### src/rtl/pipe_reg_chain.sv
// Chain of DEPTH valid+data registers with per-stage stall/flush; DEPTH-cycle latency, 1 token/cycle.
// A stall holds its stage and all upstream stages and drops a bubble just below; PIPE_OCC_CNT_EN adds the occ counter.
module pipe_reg_chain #(
   parameter int WIDTH = 32,
   parameter int DEPTH = 4
) (
   input  logic                     clk,
   input  logic                     reset,
   input  logic                     in_valid,
   input  logic [WIDTH-1:0]         in_data,
   input  logic [DEPTH-1:0]         stall,
   input  logic [DEPTH-1:0]         flush,
   output logic                     in_ready,
   output logic                     out_valid,
   output logic [WIDTH-1:0]         out_data,
   output logic [DEPTH-1:0]         stage_valid,
   output logic [DEPTH*WIDTH-1:0]   stage_data
`ifdef PIPE_OCC_CNT_EN
   ,
   output logic [$clog2(DEPTH+1)-1:0] occ
`endif
);

   logic [DEPTH-1:0]            hold;
   logic [DEPTH-1:0]            valid_q;
   logic [DEPTH-1:0][WIDTH-1:0] data_q;
`ifdef PIPE_OCC_CNT_EN
   logic [DEPTH-1:0]            valid_nxt;
`endif

   for (genvar g = 0; g < DEPTH; g++) begin : g_stage
      logic             src_valid;
      logic [WIDTH-1:0] src_data;
      logic             up_hold;
      logic             v_q, v_nxt;
      logic [WIDTH-1:0] d_q, d_nxt;

      // A stall anywhere downstream freezes this stage too.
      assign hold[g] = |stall[DEPTH-1:g];

      if (g == 0) begin : g_head
         assign src_valid = in_valid;
         assign src_data  = in_data;
         assign up_hold   = 1'b0;
      end else begin : g_body
         assign src_valid = valid_q[g-1];
         assign src_data  = data_q[g-1];
         assign up_hold   = hold[g-1];
      end

      always_comb begin
         v_nxt = v_q;
         d_nxt = d_q;
         if (flush[g]) begin
            v_nxt = 1'b0;
            d_nxt = '0;
         end else if (!hold[g]) begin
            if (up_hold) begin
               v_nxt = 1'b0;
               d_nxt = '0;
            end else begin
               v_nxt = src_valid;
               d_nxt = src_valid ? src_data : '0;
            end
         end
      end

      always_ff @(posedge clk or posedge reset) begin
         if (reset) begin
            v_q <= 1'b0;
            d_q <= '0;
         end else begin
            v_q <= v_nxt;
            d_q <= d_nxt;
         end
      end

      assign valid_q[g] = v_q;
      assign data_q[g]  = d_q;
`ifdef PIPE_OCC_CNT_EN
      assign valid_nxt[g] = v_nxt;
`endif
   end

   assign in_ready    = ~|stall;
   assign out_valid   = valid_q[DEPTH-1];
   assign out_data    = data_q[DEPTH-1];
   assign stage_valid = valid_q;
   assign stage_data  = data_q;

`ifdef PIPE_OCC_CNT_EN
   localparam int OCC_W = $clog2(DEPTH+1);
   logic [OCC_W-1:0] occ_nxt;

   // Count the bits about to be loaded so occ tracks stage_valid cycle for cycle.
   always_comb begin
      occ_nxt = '0;
      for (int i = 0; i < DEPTH; i++) occ_nxt = occ_nxt + OCC_W'(valid_nxt[i]);
   end

   always_ff @(posedge clk or posedge reset) begin
      if (reset) occ <= '0;
      else       occ <= occ_nxt;
   end
`endif

endmodule

### config.mk
export PLATFORM = sky130hd
export DESIGN_NAME = pipe_reg_chain
export DESIGN_NICKNAME = d
export VERILOG_FILES = /design/src/rtl/pipe_reg_chain.sv
export SDC_FILE = /design/constraint.sdc
export NUM_CORES = 1
export LEC_CHECK = 0
export BUFFER_PORTS_ARGS = -buffer_cell sky130_fd_sc_hd__buf_2
export CAP_MARGIN = 10
export CELL_PAD_IN_SITES_DETAIL_PLACEMENT = 1
export CELL_PAD_IN_SITES_GLOBAL_PLACEMENT = 1
export CORE_MARGIN = 5
export CORE_UTILIZATION = 36
export CTS_CLUSTER_SIZE = 12
export DETAILED_ROUTE_END_ITERATION = 6
export GPL_TIMING_DRIVEN = 0
export PLACE_DENSITY_LB_ADDON = 0.1
export SLEW_MARGIN = 20
export SYNTH_ARGS = -nofsm -noshare
export SYNTH_HDL_FRONTEND = slang
export SYNTH_SLANG_ARGS = --single-unit
export TNS_END_PERCENT = 10
### constraint.sdc
create_clock -name clk -period 3.44 [get_ports clk]
set_input_delay 0.172 -clock clk [delete_from_list [all_inputs] [get_ports clk]]
set_output_delay 0.172 -clock clk [all_outputs]
set_load 0.01 [all_outputs]
==> results.sh, run 1 <==
export IMPL_hold_path_depth=3
export IMPL_p_sw_share_pct=22.9
export IMPL_insertion_delay_ps=410
export IMPL_rrSetupSlack_ps=2030
export IMPL_synth_area_leaders="dfrtp_1, mux2i_1, nand2b_1"
export IMPL_final_common_cell="buf_2"
export IMPL_hold_viol=0
export IMPL_synth_fp_nets=532
export IMPL_yosys_register_bits=132
export IMPL_gp_congestion=0.728
export IMPL_placed_area_mm2=0.00766
export IMPL_min_path_type="in2reg"
export IMPL_cts_resized=0
export IMPL_cp_arrival_ps=1270
export IMPL_path_cells="buf_2 > nor4_2 > buf_4 > buf_12 > buf_2"
export IMPL_synthCells=489
export IMPL_drtIter0Drc=157
export IMPL_grt_max_degree=35
export IMPL_cell_internal_pwr_mw=2.70
export IMPL_ir_drop_uv=345
export IMPL_synth_top_cell_area_share_pct=52.7
export IMPL_pwr_share_clk_pct=49.3
export IMPL_cp_required_ps=3270
export IMPL_yosysTopAreaCell="dfrtp_1"
export IMPL_grt_overflow=0
export IMPL_route_detailed_drc=0
export IMPL_fin_area_mm2=0.00825
export IMPL_maxCapViolCount=0
export IMPL_critPathKind="in2out"
export IMPL_vias_per_cell=5.02
export IMPL_p_sw_uw=802
export IMPL_crit_slowest_cell="nor4_2"
export IMPL_cp_common_cell="buf_2"
export IMPL_cts_tree="yes"
export IMPL_initial_core_util_pct=36.5
export IMPL_synth_avg_cell_area_um2=12.8
export IMPL_seq_power_share_pct=44.6
export IMPL_drv_slew=0
export IMPL_critPathLaunchType="input port"
export IMPL_antenna_found_initial=0
export IMPL_outcome="finished clean"
export IMPL_yosysWarnings=0
export IMPL_die_w_um=142
export IMPL_num_antenna_cells=0
export IMPL_slew_headroom_pct=65.8
export IMPL_dpl_hpwl_um=14800
export IMPL_clock_sinks=132
export IMPL_portBuffers=205
export IMPL_syn2layout_area_growth_pct=31.6
export IMPL_synth_distinct_cells=21
export IMPL_most_common_layout_cells="buf_2, dfrtp_1, nand2b_1"
export IMPL_post_cts_setup_buffers=0
export IMPL_nets=761
export IMPL_p_leak_nw=4.14
export IMPL_yosysSeqAreaShare_pct=52.7
export IMPL_min_period_over_period_pct=41.9
export IMPL_grt_pass1_vias=5208
export IMPL_setup_viol=0
export IMPL_path_clk_slew_ps=60
export IMPL_slowest_delay_ps=350
export IMPL_cts_hold_buf=1
export IMPL_ant_nets=0
export IMPL_numCtsBuffers=17
export IMPL_finalCriticalPeriod_ps=1440
export IMPL_worst_slew_pin_slew_ps=512
export IMPL_dieArea_mm2=0.0201
export IMPL_power_density_mw_per_mm2=425
export IMPL_rr_worst_depth=4
export IMPL_globalRouteTotalUtil_pct=18.4
export IMPL_power_frac_comb_pct=6.1
export IMPL_clockBufferDepth=2
export IMPL_dr_pass1_iters=4
export IMPL_rows=48
export IMPL_cts_root_buf="clkbuf_16"
export IMPL_via_count=4801
export IMPL_crit_fanout=10
export IMPL_htree_levels=4
export IMPL_die_h_um=142
export IMPL_core_area_mm2=0.0172
export IMPL_worst_clock_skew_ps=9.25
export IMPL_grt_pass1_wl_um=29200
export IMPL_syn_area_mm2=0.00626
export IMPL_io_pins=209
export IMPL_fin_setup_tns_ps=0
export IMPL_rsz0062_at_grt="false"
export IMPL_timing_fmax_mhz=694
export IMPL_endpoint_kind="primary output"
export IMPL_routed_wl_um=18400
export IMPL_hold_slack_ps=27.4
export IMPL_wl_per_cell_um=19.3
export IMPL_drive_gt1_share_pct=41.5
cells by family (layout without fill, tap and decap cells):
kind of cell	count (synthesis)	count (layout)	share of synthesized area [%]
muxes	66	66	10.5
DFF	132	132	52.7
and+or+nand+nor	137	137	17.4
buffers and inverters	87	329	9.37
AOI/OAI and AO/OA	67	67	10.0
critical path: cells and delay by family:
kind	cells	cell delay [ps]
buf+inv	4	740
simple gates	1	350
sequential cells by signal (all words and copies together), names as in the netlist:
signal and cells:
out_valid 1, g_stage.v_q 3, g_stage.d_q 96, out_data 32
power groups by stage:
stage / clock (mW) / combinational (mW) / sequential, mW
floorplan: 0 / 0.132 / 1.59
global placement: 0 / 0.200 / 1.59
detailed placement: 0 / 0.218 / 1.59
CTS: 1.77 / 0.220 / 1.56
global route: 1.84 / 0.237 / 1.56
finish: 1.73 / 0.214 / 1.56
final cells by class:
cell class              count  area, um2
inverters                   1       7.51
fillers                  1912       8930
well taps                 225        282
plain buffers              86        583
multi-input cells         270       2370
repair buffers            210       1120
clock inverters            11        101
flip-flops and latches    132       3300
clock buffers              21        470
layer usage:
layer	global-route usage [%]	vias to the layer above	share of wire, %
li1	-	2217	-
met1	24.1	2405	44
met2	30.4	161	48
met3	5.12	18	6.5
met4	4.75	0	1.4
met5	0	-	0
stage by stage:
step | setup slack, ps | std cells | total power, mW | utilization (%)
2_1_floorplan | 1630 | 489 | 1.72 | -
3_3_place_gp | 786 | 919 | 1.79 | 44.1
3_5_place_dp | 1990 | 923 | 1.81 | 44.6
4_1_cts | 1970 | 956 | 3.55 | 48.0
5_1_grt | 1920 | 956 | 3.64 | 48.0
6_report | 2000 | 956 | 3.51 | 48.0
cell usage after synthesis:
library cell	instances
dfrtp_1	132
nand2b_1	67
mux2i_1	66
buf_4	39
a22o_1	33
a32o_1	32
nand3b_1	32
nand4bb_1	32
clkbuf_1	27
buf_2	9
buf_6	7
buf_12	3
nor2b_1	2
a21o_1	1
clkbuf_2	1
inv_1	1
nor3_2	1
nor4_2	1
nor4b_4	1
o21ba_1	1
or3b_1	1
path summary, 6_finish.rpt:
check | end | start
max | in_ready | stall[2]
min | g_stage[0].d_q[29] | in_data[29]
max reg2reg | g_stage[2].d_q[2] | g_stage[1].v_q
min reg2reg | out_data[22] | g_stage[2].d_q[22]
max in group asynchronous | g_stage[1].d_q[2] | reset
min in group asynchronous | out_data[24] | reset
(Power assumes the default switching activity.)
==> inputs of run 2 (changes only) <==
- ABC_AREA: default -> 1
- CORE_UTILIZATION: 36 -> 33
- clock period: 3.44 -> 1.2 ns (I/O delays scaled with it)
==> results.sh, run 2 <==
export IMPL_synth_fp_nets=744
export IMPL_yosysMostFrequentCell="nand2_1"
export IMPL_dpl_hpwl_um=15900
export IMPL_insertion_delay_ps=420
export IMPL_async_flop_share_pct=100
export IMPL_globalRouteTotalUtil_pct=19.1
export IMPL_post_place_cells=1142
export IMPL_cp_endpoint="stage_valid[1]"
export IMPL_largest_register_ffs=96
export IMPL_vias_per_cell=4.72
export IMPL_setup_viol=0
export IMPL_synth_avg_cell_area_um2=8.60
export IMPL_synth_distinct_cells=15
export IMPL_rsz0062_at_grt="true"
export IMPL_syn_area_mm2=0.00603
export IMPL_r2r_start="g_stage[1].v_q"
export IMPL_cts_root_buf="clkbuf_16"
export IMPL_rrSetupSlack_ps=80
export IMPL_drv_slew=0
export IMPL_ant_nets=0
export IMPL_crit_fanout=3
export IMPL_finalCriticalPeriod_ps=1150
export IMPL_ys_dominant_reg_cell="dfrtp_1"
export IMPL_clock_sinks=132
export IMPL_via_count=5710
export IMPL_dr_pass1_iters=4
export IMPL_antenna_found_initial=0
export IMPL_core_area_mm2=0.0180
export IMPL_initial_core_util_pct=33.5
export IMPL_grt_pass1_wl_um=33100
export IMPL_power_density_mw_per_mm2=1170
export IMPL_gp_congestion=0.811
export IMPL_grt_overflow=0
export IMPL_most_common_layout_cells="buf_2, nand2_1, dfrtp_1"
export IMPL_portBuffers=208
export IMPL_synth_edf_count=0
export IMPL_critPathLaunch="g_stage[1].v_q"
export IMPL_dieArea_mm2=0.0211
export IMPL_timing_fmax_mhz=869
export IMPL_instances_no_fill=1211
export IMPL_wl_per_cell_um=16.4
export IMPL_htree_levels=4
export IMPL_hold_viol=0
export IMPL_drtIter0Drc=169
export IMPL_yosysSeqAreaShare_pct=54.8
export IMPL_clockBufferDepth=2
export IMPL_min_period_over_period_pct=95.9
export IMPL_min_path_type="in2reg"
export IMPL_slew_headroom_pct=56.2
export IMPL_cp_arrival_ps=1090
export IMPL_regMostFlops="g_stage.d_q"
export IMPL_synth_top_cell_area_share_pct=54.8
export IMPL_yosysWarnings=0
export IMPL_critPathLaunchType="flip-flop"
export IMPL_die_w_um=145
export IMPL_worst_slew_pin_slew_ps=655
export IMPL_hold_path_depth=4
export IMPL_path_clk_slew_ps=50
export IMPL_post_cts_setup_buffers=0
export IMPL_nets=1012
export IMPL_routed_wl_um=19900
export IMPL_rr_worst_depth=5
export IMPL_ir_drop_uv=1030
export IMPL_maxCapViolCount=0
export IMPL_numCtsBuffers=17
export IMPL_cts_tree="yes"
export IMPL_endpoint_kind="primary output"
export IMPL_final_common_cell="buf_2"
export IMPL_pre_cts_slack_ps=-156
export IMPL_synthCells=701
export IMPL_fin_setup_tns_ps=0
export IMPL_yosysTopAreaCell="dfrtp_1"
export IMPL_num_antenna_cells=0
export IMPL_outcome="finished clean"
export IMPL_critPathKind="reg2out"
export IMPL_drive_gt1_share_pct=33.2
export IMPL_grt_pass1_vias=6236
export IMPL_syn2layout_area_growth_pct=39.3
export IMPL_finalWorstSetupSlack_ps=48.8
export IMPL_r2r_end="g_stage[2].d_q[28]"
export IMPL_yosys_register_bits=132
export IMPL_worst_clock_skew_ps=10.5
export IMPL_p_leak_nw=5.07
export IMPL_die_h_um=145
export IMPL_route_detailed_drc=0
export IMPL_rows=49
export IMPL_grt_max_degree=32
export IMPL_io_pins=209
export IMPL_synth_area_leaders="dfrtp_1, nand2_1, nand4_1"
export IMPL_total_power_mw=9.86
export IMPL_synthTopCellsByCount="nand2_1, dfrtp_1, nand4_1, inv_1, nand3_1"
export IMPL_cp_required_ps=1140
[run 2: cell types whose count changed after synthesis, sizes merged, moves of 33 or more]
cell	delta
nand2	+201
nand4	+97
inv	+72
nand3	+68
nand2b	-67
mux2i	-66
a22o	-33
[run 2: timing repair]
action,in CTS,in global routing
hold buffers,37,0
endpoints found under the setup margin,76,61
hold endpoints to repair,58,0
resized for setup,9,13
[run 2: stage by stage]
step                      hold slack [ps]  utilization (%)  area [um2]
after floorplan                       208                -        6030
after global placement                309             41.0        7360
after detailed placement              188             41.4        7440
after CTS                            4.59             46.6        8370
after global routing                 18.2             46.7        8400
final                                18.8             46.7        8400
[run 2: logic make-up after synthesis]
kind of cell | count (synthesis) | synth area share [%]
and+or+nand+nor | 372 | 28.8
buffers and inverters | 165 | 13.7
DFF | 132 | 54.8
AOI/OAI and AO/OA | 32 | 2.66
[run 2: worst min-delay path by stage]
stage | start | to | slack [ps]
3_5_place_dp | reset | g_stage[0].d_q[27] | 190
5_1_grt | stall[1] | g_stage[2].d_q[30] | 20
4_1_cts | flush[3] | out_data[27] | 5
6_report | flush[3] | out_data[27] | 20
2_1_floorplan | in_data[23] | g_stage[0].d_q[23] | 210
3_3_place_gp | in_data[9] | g_stage[0].d_q[9] | 310
[run 2: final cells by class]
class | count | area [um2]
fill | 2200 | 9570
sequential | 132 | 3300
multi-input combinational | 404 | 1910
timing repair buffer | 249 | 1500
buffer | 92 | 584
clock buffer | 28 | 517
tap | 229 | 287
inverter | 73 | 278
clock inverter | 4 | 20.0
[run 2: critical path: stages, from the launching register on]
cell,delay (ps)
dfrtp_1,400
buf_4,150
buf_2,130
[run 2: where the power goes]
part | switching [mW] | total, mW | internal [mW]
clock | 1.81 | 4.71 | 2.90
sequential | 0.0131 | 4.48 | 4.47
combinational | 0.421 | 0.662 | 0.241
total | 2.24 | 9.86 | 7.61
[run 2: layer usage]
metal / global-route usage [%] / vias to the layer above / wire length [um]
li1: - / 2809 / -
met1: 24.2 / 2709 / 8750
met2: 31.9 / 166 / 9650
met3: 4.93 / 26 / 1120
met4: 6.11 / 0 / 373
met5: 0 / - / 0
==> inputs of run 3 (changes only) <==
- clock period: 1.2 -> 1.05 ns (I/O delays scaled with it)
==> results.sh, run 3 (same netlist as run 2, synthesis figures left out) <==
export IMPL_slew_headroom_pct=56.1
export IMPL_cell_internal_pwr_mw=8.70
export IMPL_syn2layout_area_growth_pct=45.8
export IMPL_path_clk_slew_ps=60
export IMPL_setup_viol=42
export IMPL_rsz0062_at_grt="true"
export IMPL_maxCapViolCount=0
export IMPL_cp_arrival_ps=1100
export IMPL_cp_common_cell="buf_6"
export IMPL_gp_congestion=0.811
export IMPL_io_pins=209
export IMPL_route_detailed_drc=0
export IMPL_grt_overflow=0
export IMPL_ir_drop_uv=1170
export IMPL_regMostFlops="g_stage.d_q"
export IMPL_htree_levels=4
export IMPL_post_place_cells=1142
export IMPL_path_buf_inv=2
export IMPL_p_leak_nw=5.17
export IMPL_fillCellCount=2171
export IMPL_p_sw_mw=2.56
export IMPL_most_common_layout_cells="buf_2, nand2_1, dfrtp_1"
export IMPL_worst_clock_skew_ps=10.4
export IMPL_portBuffers=208
export IMPL_critPathKind="reg2out"
export IMPL_instances_no_fill=1221
export IMPL_path_cells="buf_6 > buf_6"
export IMPL_nets=1022
export IMPL_slowest_delay_ps=430
export IMPL_wl_per_cell_um=16.7
export IMPL_critPathLaunch="g_stage[2].v_q"
export IMPL_pwr_share_clk_pct=47.7
export IMPL_clockBufferDepth=2
export IMPL_clock_sinks=132
export IMPL_drive_gt1_share_pct=34.4
export IMPL_total_power_mw=11.3
export IMPL_hold_viol=23
export IMPL_grt_max_degree=32
export IMPL_endpoint_kind="primary output"
export IMPL_via_count=5745
export IMPL_vias_per_cell=4.71
export IMPL_crit_family="flip-flops"
export IMPL_power_density_mw_per_mm2=1280
export IMPL_drv_slew=0
export IMPL_p_sw_share_pct=22.7
export IMPL_crit_fanout=3
export IMPL_hold_slack_ps=-279
export IMPL_numCtsBuffers=17
export IMPL_final_common_cell="buf_2"
export IMPL_dieArea_mm2=0.0211
export IMPL_min_period_over_period_pct=109
export IMPL_outcome="finished with violations"
export IMPL_dpl_hpwl_um=15900
export IMPL_finalWorstSetupSlack_ps=-98.1
export IMPL_cts_root_buf="clkbuf_16"
export IMPL_antenna_found_initial=0
export IMPL_r2r_start="g_stage[1].v_q"
export IMPL_grt_pass1_vias=6287
export IMPL_worst_slew_pin_slew_ps=657
export IMPL_rows=49
export IMPL_die_w_um=145
export IMPL_min_path_type="in2async"
export IMPL_violations="hold timing, setup timing"
export IMPL_timing_fmax_mhz=871
export IMPL_cp_required_ps=1000
export IMPL_power_frac_comb_pct=6.8
export IMPL_crit_slowest_cell="dfrtp_1"
export IMPL_critPathLaunchType="flip-flop"
export IMPL_cts_hold_buf=34
export IMPL_drtIter0Drc=172
export IMPL_finalCriticalPeriod_ps=1150
export IMPL_ant_nets=0
export IMPL_insertion_delay_ps=420
export IMPL_globalRouteTotalUtil_pct=19.3
export IMPL_grt_pass1_wl_um=33400
export IMPL_dr_pass1_iters=4
export IMPL_num_antenna_cells=0
export IMPL_cts_tree="yes"
export IMPL_routed_wl_um=20300
export IMPL_core_area_mm2=0.0180
export IMPL_largest_register_ffs=96
export IMPL_die_h_um=145
export IMPL_initial_core_util_pct=33.5
export IMPL_seq_power_share_pct=45.5
-- run 3: changes by cell type in the layout (fill, tap and decap cells not counted), moves of 2 or more --
cell / change
o21ai_0: -6
buf_2: -35
o21ai_1: +6
clkbuf_2: -2
buf_4: -5
buf_6: +53
dlygate4sd3_1: -3
-- run 3: layer usage --
metal  track usage, %  vias up  share of wire [%]
met5                0        -                  0
met4             6.34        0                2.0
met3             4.96       29                5.2
met2             32.4      163                 49
met1             24.2     2719                 44
li1                 -     2834                  -
-- run 3: repair_timing --
item	CTS	global route
pin swaps	2	8
endpoints found under the setup margin	164	217
buffers inserted	5	6
gates resized for setup	45	45
endpoints found under the hold margin	56	23
cloned	2	0
-- run 3: final timing paths --
| path | slack, ps | cells past startpoint | end |
|---|---|---|---|
| max | -100 | 2 | stage_valid[2] |
| min | -280 | 2 | g_stage[0].d_q[27] |
| max reg2reg | -10 | 6 | g_stage[2].d_q[28] |
| min in group clk | 10 | 4 | g_stage[0].d_q[28] |
| max in group asynchronous | 560 | 4 | g_stage[2].d_q[20] |
| min reg2reg | 510 | 2 | g_stage[2].d_q[20] |
-- run 3: final cells by class --
class / count / area, um2 / area share [%]
sequential: 132 / 3300 / 37.6
timing repair buffer: 259 / 1800 / 20.5
multi-input combinational: 404 / 1910 / 21.8
tap: 229 / 287 / 3.26
buffer: 92 / 669 / 7.62
clock inverter: 4 / 20.0 / 0.228
inverter: 73 / 278 / 3.16
clock buffer: 28 / 517 / 5.88
-- run 3: through the flow --
step / setup slack, ps / instance area (um2) / hold slack [ps] / TNS [ps] / utilization, %
global placement: -1480 / 7360 / 301 / -213170 / 41.0
CTS: -104 / 8550 / -276 / -4600 / 47.6
detailed placement: -306 / 7440 / 180 / -24490 / 41.4
finish: -98.1 / 8790 / -279 / -2370 / 48.9
global route: -129 / 8790 / -246 / -8450 / 48.9
floorplan: -640 / 6030 / 201 / -84440 / -
-- run 3: power groups by stage --
stage	clock, mW	sequential (mW)	combinational, mW
global route	5.75	5.12	0.854
global placement	0	5.21	0.602
CTS	5.52	5.12	0.767
finish	5.38	5.12	0.765
detailed placement	0	5.21	0.662
floorplan	0	5.21	0.362
